File: config.mk
export PLATFORM = sky130hd
export DESIGN_NAME = switch_events
export DESIGN_NICKNAME = d
export VERILOG_FILES = /design/src/rtl/switch_events.sv
export SDC_FILE = /design/constraint.sdc
export NUM_CORES = 1
export LEC_CHECK = 0
export CAP_MARGIN = 20
export CORE_ASPECT_RATIO = 1.1
export CORE_UTILIZATION = 65
export CTS_CLUSTER_SIZE = 14
export DETAILED_ROUTE_END_ITERATION = 16
export PLACE_DENSITY = 0.92
export SYNTH_ARGS = -nofsm -noshare
export SYNTH_HDL_FRONTEND = slang
export SYNTH_SLANG_ARGS = --single-unit
File: constraint.sdc
create_clock -name clk -period 6.4 [get_ports clk]
set_input_delay 0.96 -clock clk [delete_from_list [all_inputs] [get_ports clk]]
set_output_delay 0.96 -clock clk [all_outputs]
set_load 0.01 [all_outputs]
File: src/rtl/switch_events.sv
`default_nettype none
// ============================================================================
// switch_events : debounced switch levels plus a queued press/release stream
// Rev 1.0
// ============================================================================
module switch_events #(
  parameter int WIDTH      = 16,
  parameter int DEBOUNCE   = 500,
  parameter int FIFO_DEPTH = 4
) (
  input  logic                   clk,
  input  logic                   rst_n,
  input  logic [WIDTH-1:0]       sw,
  output logic [WIDTH-1:0]       sw_stable,
  output logic                   ev_valid,
  input  logic                   ev_ready,
  output logic [$clog2(WIDTH):0] ev_code,
  output logic                   overrun
);

  localparam int IW    = $clog2(WIDTH);
  localparam int CODEW = IW + 1;
  localparam int CW    = $clog2(DEBOUNCE);
  localparam int AW    = $clog2(FIFO_DEPTH);
  localparam int NW    = AW + 1;
  localparam logic [CW-1:0] CNT_LAST  = CW'(DEBOUNCE - 1);
  localparam logic [NW-1:0] FIFO_FULL = NW'(FIFO_DEPTH);

  logic [WIDTH-1:0] sw_meta_q, sw_meta_d;
  logic [WIDTH-1:0] sw_sync_q, sw_sync_d;
  logic [WIDTH-1:0] stable_q, stable_d;
  logic [WIDTH-1:0] pend_q, pend_d;
  logic [WIDTH-1:0] pdir_q, pdir_d;
  logic             overrun_q, overrun_d;
  logic [CODEW-1:0] mem_q [FIFO_DEPTH];
  logic [CODEW-1:0] mem_d [FIFO_DEPTH];
  logic [AW-1:0]    wr_ptr_q, wr_ptr_d;
  logic [AW-1:0]    rd_ptr_q, rd_ptr_d;
  logic [NW-1:0]    count_q, count_d;

  logic [WIDTH-1:0] raise;
  logic [WIDTH-1:0] clr;
  logic [IW-1:0]    sel;
  logic             found;
  logic             full;
  logic             push;
  logic             pop;

  // Per-bit stability counter: a level change is accepted only after the
  // synchronized input has disagreed with sw_stable for DEBOUNCE straight edges.
  genvar gi;
  generate
    for (gi = 0; gi < WIDTH; gi++) begin : g_bit
      logic [CW-1:0] cnt_q, cnt_d;
      logic          differ;

      assign differ    = sw_sync_q[gi] ^ stable_q[gi];
      assign raise[gi] = differ && (cnt_q == CNT_LAST);

      always_comb begin
        cnt_d = '0;
        if (differ && !raise[gi]) cnt_d = cnt_q + CW'(1);
      end

      always_ff @(posedge clk or negedge rst_n) begin
        if (!rst_n) cnt_q <= '0;
        else        cnt_q <= cnt_d;
      end
    end
  endgenerate

  always_comb begin
    sw_meta_d = sw;
    sw_sync_d = sw_meta_q;
    stable_d  = stable_q ^ raise;

    full = (count_q == FIFO_FULL);
    pop  = ev_valid && ev_ready;

    sel   = '0;
    found = 1'b0;
    for (int i = WIDTH - 1; i >= 0; i--) begin
      if (pend_q[i]) begin
        sel   = IW'(i);
        found = 1'b1;
      end
    end
    // Full is judged on the pre-pop occupancy, so a same-cycle pop never makes room.
    push = found && !full;

    clr = '0;
    if (push) clr[sel] = 1'b1;

    // A fresh raise beats a same-cycle drain of the same bit.
    pend_d    = raise | (pend_q & ~clr);
    pdir_d    = (raise & stable_d) | (~raise & pdir_q);
    overrun_d = overrun_q | (|(raise & pend_q & ~clr));

    mem_d = mem_q;
    if (push) mem_d[wr_ptr_q] = {pdir_q[sel], sel};
    wr_ptr_d = wr_ptr_q + AW'(push);
    rd_ptr_d = rd_ptr_q + AW'(pop);
    count_d  = count_q + NW'(push) - NW'(pop);
  end

  always_ff @(posedge clk or negedge rst_n) begin
    if (!rst_n) begin
      sw_meta_q <= '0;
      sw_sync_q <= '0;
      stable_q  <= '0;
      pend_q    <= '0;
      pdir_q    <= '0;
      overrun_q <= 1'b0;
      wr_ptr_q  <= '0;
      rd_ptr_q  <= '0;
      count_q   <= '0;
      for (int i = 0; i < FIFO_DEPTH; i++) mem_q[i] <= '0;
    end else begin
      sw_meta_q <= sw_meta_d;
      sw_sync_q <= sw_sync_d;
      stable_q  <= stable_d;
      pend_q    <= pend_d;
      pdir_q    <= pdir_d;
      overrun_q <= overrun_d;
      wr_ptr_q  <= wr_ptr_d;
      rd_ptr_q  <= rd_ptr_d;
      count_q   <= count_d;
      mem_q     <= mem_d;
    end
  end

  assign sw_stable = stable_q;
  assign ev_valid  = (count_q != '0);
  assign ev_code   = mem_q[rd_ptr_q];
  assign overrun   = overrun_q;

endmodule
`default_nettype wire

* Word-level counts from Yosys, hierarchy flattened
Cells that the tools add are included.
W data, S select, Z words.
** Word-level totals
- Flip-flop bits (word level) :: 252
- Word-level logic and storage cells :: 214
** Operators by class
- Add/sub/neg operators :: 20
- Order comparisons :: 5
- Eq/ne operators :: 17
- Mux-type cells :: 59
- Bitwise logic cells :: 29
- Reduce and logical (&&, ||, !) cells :: 55
** Operator list (count)
- $add A9 B1 Y9 const B :: 16
- $eq A9 B9 Y1 const B :: 16
- $mux W9 :: 16
- $and A16 B16 Y16 :: 5
- $mux W4 :: 16
- $logic_and A1 B1 Y1 :: 36
- $not A16 Y16 :: 2
- $or A16 B16 Y16 :: 2
- $bwmux W20 :: 1
- $mux W1 :: 18
- $logic_not A1 Y1 :: 17
- $mux W16 :: 1
- $reduce_or A16 Y1 :: 1
- $xor A1 B1 Y1 :: 16
- $xor A16 B16 Y16 :: 1
- $mux W5 :: 3
- $bmux W5 S2 :: 1
- $demux W5 S2 :: 1
- $ge A3 B3 Y1 const B :: 2
- $not A2 Y3 :: 2
- $lt A4 B5 Y1 const B :: 1
- $add A2 B1 Y2 :: 2
- $bmux W1 S4 :: 1
- $demux W1 S4 :: 1
- 7 further kinds :: 7

* Logic depth before layout (Yosys ltp)
- Depth after elaboration :: 25
- Gate-level depth with buffers :: 9
- Mapped depth without buffers :: 9

* Worst setup path after synthesis
OpenSTA, ideal clock, no wires.
- Path kind :: register to register
- Start :: reg pend_q[10]
- End :: reg count_q[2]
- Setup time :: 123 ps
- Arrival time :: 2592 ps
- Setup slack :: 3686 ps
- Stages on the path, launching flop included :: 10
- Buffers on the path :: 0
- Cell sequence :: dfrtp_1 -> or4_1 -> nor4b_1 -> a21o_1 -> ha_1 -> inv_1 -> ha_1 -> fa_1 -> xor2_1 -> xnor2_1
** On the way
- Cells in the longest elaborated chain, start to end :: 14
** Ends and longest elaborated chain
- from (decl) :: line 32 : logic [WIDTH-1:0] pend_q, pend_d;
- from (signal assigned) :: line 122 : pend_q <= pend_d;
- $mux W1 (11 in a row) :: line 83 : if (pend_q[i]) begin
- $logic_and A1 B1 Y1 :: line 89 : push = found && !full;
- $add A3 B1 Y3 :: line 103 : count_d = count_q + NW'(push) - NW'(pop);
- $sub A3 B1 Y3 :: line 103
- via count_d[2] :: line 39 : logic [NW-1:0] count_q, count_d;
- to (signal assigned) :: line 127 : count_q <= count_d;
- to (decl) :: line 39
The timed path passes the listed nets, and every way through them passes these cells.
A chain may end at the register's enable or synchronous reset.

* Final worst setup path
Same ends and word-level chain as after synthesis.

==> impl_metrics.ini <==
[floorplanning]
pin_count = 42
initial_core_util = 0.675
core.rowCount = 49
fp.dieH_um = 140
core_area_um2 = 16600
die_w_um = 127
dieArea_um2 = 17700

[finish]
fill_cells = 993
multi_input_area_um2 = 4690
regArea_um2 = 6310
syn_to_final_growth_pct = 13.3
nets = 1186
drive_gt1_frac = 0.0645
antenna_cells = 0

[routing]
via_per_inst = 6.03
final_antenna_net_count = 0
drc = 0
via_count = 8248
wire_per_inst_um = 16.8
first_pass_iters = 8
wirelength_mm = 23.0
drt_iter0_drc = 634

[timing]
maxSlewHeadroom = 0.292
fin_crit_sh = 0.499
final.setup.tns_ns = 0
worst_slew_pin_slew_ns = 1.06
holdWs_ns = 0.346
timing.final.setup_violations = 0
min_period_ns = 3.19
skew_ns = 0.00846
rsz0062_at_grt = false
final-hold-violation-count = 0
maxSlewViolCount = 0
timing.fmax_ghz = 0.313

[setup_path]
cp-start-kind = flop
critPathTopFamily = simple AND/OR/NAND/NOR gates
critPathKind = reg2reg
crit_slowest_cell = or4_1
crit_required_ns = 6.84
cp_cell_sequence = or4_1 > nor4b_1 > a21o_1 > ha_1 > inv_1 > ha_1 > fa_1 > xor2_1 > xnor2_1
worst-r2r-cell-count = 9
worstPathBufferInverterCount = 1
timing.rr.start = pend_q[10]$_DFF_PN0_
crit_path_end_kind = flop
cp_common_cell = ha_1
r2r_setup_slack_ns = 3.21
crit_arrival_ns = 3.63
crit_path_max_fanout = 6
cpPeakStageDelay_ns = 0.70
r2r_end = count_q[2]$_DFF_PN0_

[hold_path]
hold_start = sw_meta_q[6]$_DFF_PN0_
worst_hold_path.endpoint = sw_sync_q[6]$_DFF_PN0_
hold_class = reg2reg
min_path_cells = 0

[yosys]
synth_area_um2 = 11200
yosysSeqAreaShare = 0.564
async_reset_ff_frac = 1.00
synth_most_common_cell = dfrtp_1
synth_top_cell_by_area = dfrtp_1
synth_edf_count = 0
syn_area_per_cell_um2 = 10.3
synth_seq_cells = 252
yosysWarningCount = 0
synth_top_area_share = 0.564
synthTopCellsByArea = dfrtp_1 (56%), nor2_1 (6.1%), xor2_1 (4.9%), nand2_1 (4.4%), xnor2_1 (4.2%)
synth_ff_type = dfrtp_1
syn_inst = 1089
synth_nets = 1129
synth_commonest_cells = dfrtp_1 (252), nor2_1 (183), nand2_1 (131), xor2_1 (63), o21ai_0 (61)
yosysUniqueCellTypes = 57

[clock_network]
cts_setup_buffers = 0
tritoncts = yes
clock_latency_ns = 0.51
htreeDepth = 1
cts_inserted_buffers = 25
ctsResizeCount = 0
postCtsHoldBufs = 0
clock_path_buffers = 3
cts_root_buf = clkbuf_16
clkTransAtPathRegs_ns = 0.06
cts_sinks = 252

[power_and_ir_drop]
power.density_nw_per_um2 = 268
leakage_uw = 0.00571
irDropWorstVdd_mv = 0.212
finalPower_uw = 3390

[status]
status = complete, no violations

[place]
place.gp.congestion = 0.926
dpl.hpwl_mm = 15.2
io_buffers = 41

[global_route]
grt_overflow = 0
grt_start_max_net_pins = 120
grt_pass1_wl_mm = 39.3
grt_antenna_before_repair = 0
first_global_vias = 8254
grtUsageTotal = 0.274

[flow_run]
max_cap_viol_count = 0
==> final cells by class <==
cell class,instances,area share
flip-flops and latches,252,0.498
clock buffers,36,0.0582
inverters,31,0.00919
well taps,204,0.0202
repair buffers,45,0.0352
clock inverters,8,0.00909
multi-input cells,791,0.370
==> metrics by stage <==
stage | area, um^2 | setup WS, ns | std cells | utilization
2_1_floorplan | 11200 | 3.69 | 1089 | -
3_3_place_gp | 11800 | 3.42 | 1323 | 0.714
3_5_place_dp | 11800 | 3.30 | 1323 | 0.714
4_1_cts | 12700 | 3.22 | 1367 | 0.765
5_1_grt | 12700 | 3.01 | 1367 | 0.765
6_report | 12700 | 3.21 | 1367 | 0.765
==> routing by layer <==
metal / wire, um / vias to the layer above / track usage
li1: - / 3858 / -
met1: 9510 / 4051 / 0.364
met2: 11600 / 269 / 0.466
met3: 1200 / 70 / 0.0411
met4: 675 / 0 / 0.0915
met5: 0 / - / 0
==> sequential cells by signal, indices dropped and copies added, names as in the netlist, named ones only <==
signal / cells
g_bit.cnt_q: 144
mem_q: 20
pend_q: 16
sw_meta_q: 16
sw_stable: 16
sw_sync_q: 16
count_q: 3
rd_ptr_q: 2
wr_ptr_q: 2
overrun: 1
==> layout by cell type, fill, tap and decap left out, types with 4 or more instances in the layout <==
cell type and n:
a21oi_1 39, and2_1 5, and3_1 25, buf_4 4
clkbuf_1 4, clkbuf_16 25, clkbuf_8 7, clkdlybuf4s50_1 40
clkinv_2 5, dfrtp_1 252, ha_1 20, inv_1 30
mux2_2 14, mux4_2 5, nand2_1 131, nand2b_1 9
nand3_1 49, nand4_1 23, nor2_1 183, nor3_1 11
nor4_1 15, o2111ai_1 5, o21ai_0 61, o311a_1 4
o31ai_1 4, or3_1 20, or4_1 10, xnor2_1 53
xor2_1 63
==> worst register-to-register path: cells and delay by family (launching register included) <==
kind,cells,cell delay (ns)
buffers and inverters,1,0.04
adder cells (fa/ha/maj),3,0.73
AND/OR/NAND/NOR,2,1.28
XOR/XNOR,2,0.34
AO/OA/AOI/OAI,1,0.29
flip-flops,1,0.43
==> how the worst max path moves through the flow <==
stage,startpoint,to,slack (ns),cells past startpoint
global placement,pend_q[10]$_DFF_PN0_,count_q[2]$_DFF_PN0_,3.42,9
detailed placement,pend_q[10]$_DFF_PN0_,count_q[2]$_DFF_PN0_,3.30,9
floorplan,pend_q[10]$_DFF_PN0_,count_q[2]$_DFF_PN0_,3.69,9
global route,pend_q[10]$_DFF_PN0_,count_q[2]$_DFF_PN0_,3.01,9
finish,pend_q[10]$_DFF_PN0_,count_q[2]$_DFF_PN0_,3.21,9
CTS,rd_ptr_q[0]$_DFF_PN0_,ev_code[1],3.22,2
==> logic make-up after synthesis <==
logic type / count (synthesis) / synth area share
simple gates: 495 / 0.205
flops: 252 / 0.564
compound gates: 138 / 0.0738
xor+xnor: 116 / 0.0909
buf+inv: 46 / 0.0159
mux: 21 / 0.0260
fa+ha+maj: 21 / 0.0242
==> power breakdown <==
group / leakage, uW / switching (uW) / total [uW] / internal, uW
logic: 0.00189 / 103 / 183 / 80.0
registers: 0.00340 / 63.5 / 1710 / 1650
clock network: 0.000425 / 584 / 1500 / 915
total: 0.00571 / 750 / 3390 / 2640
No activity file was read; power rests on OpenSTA's default activity.
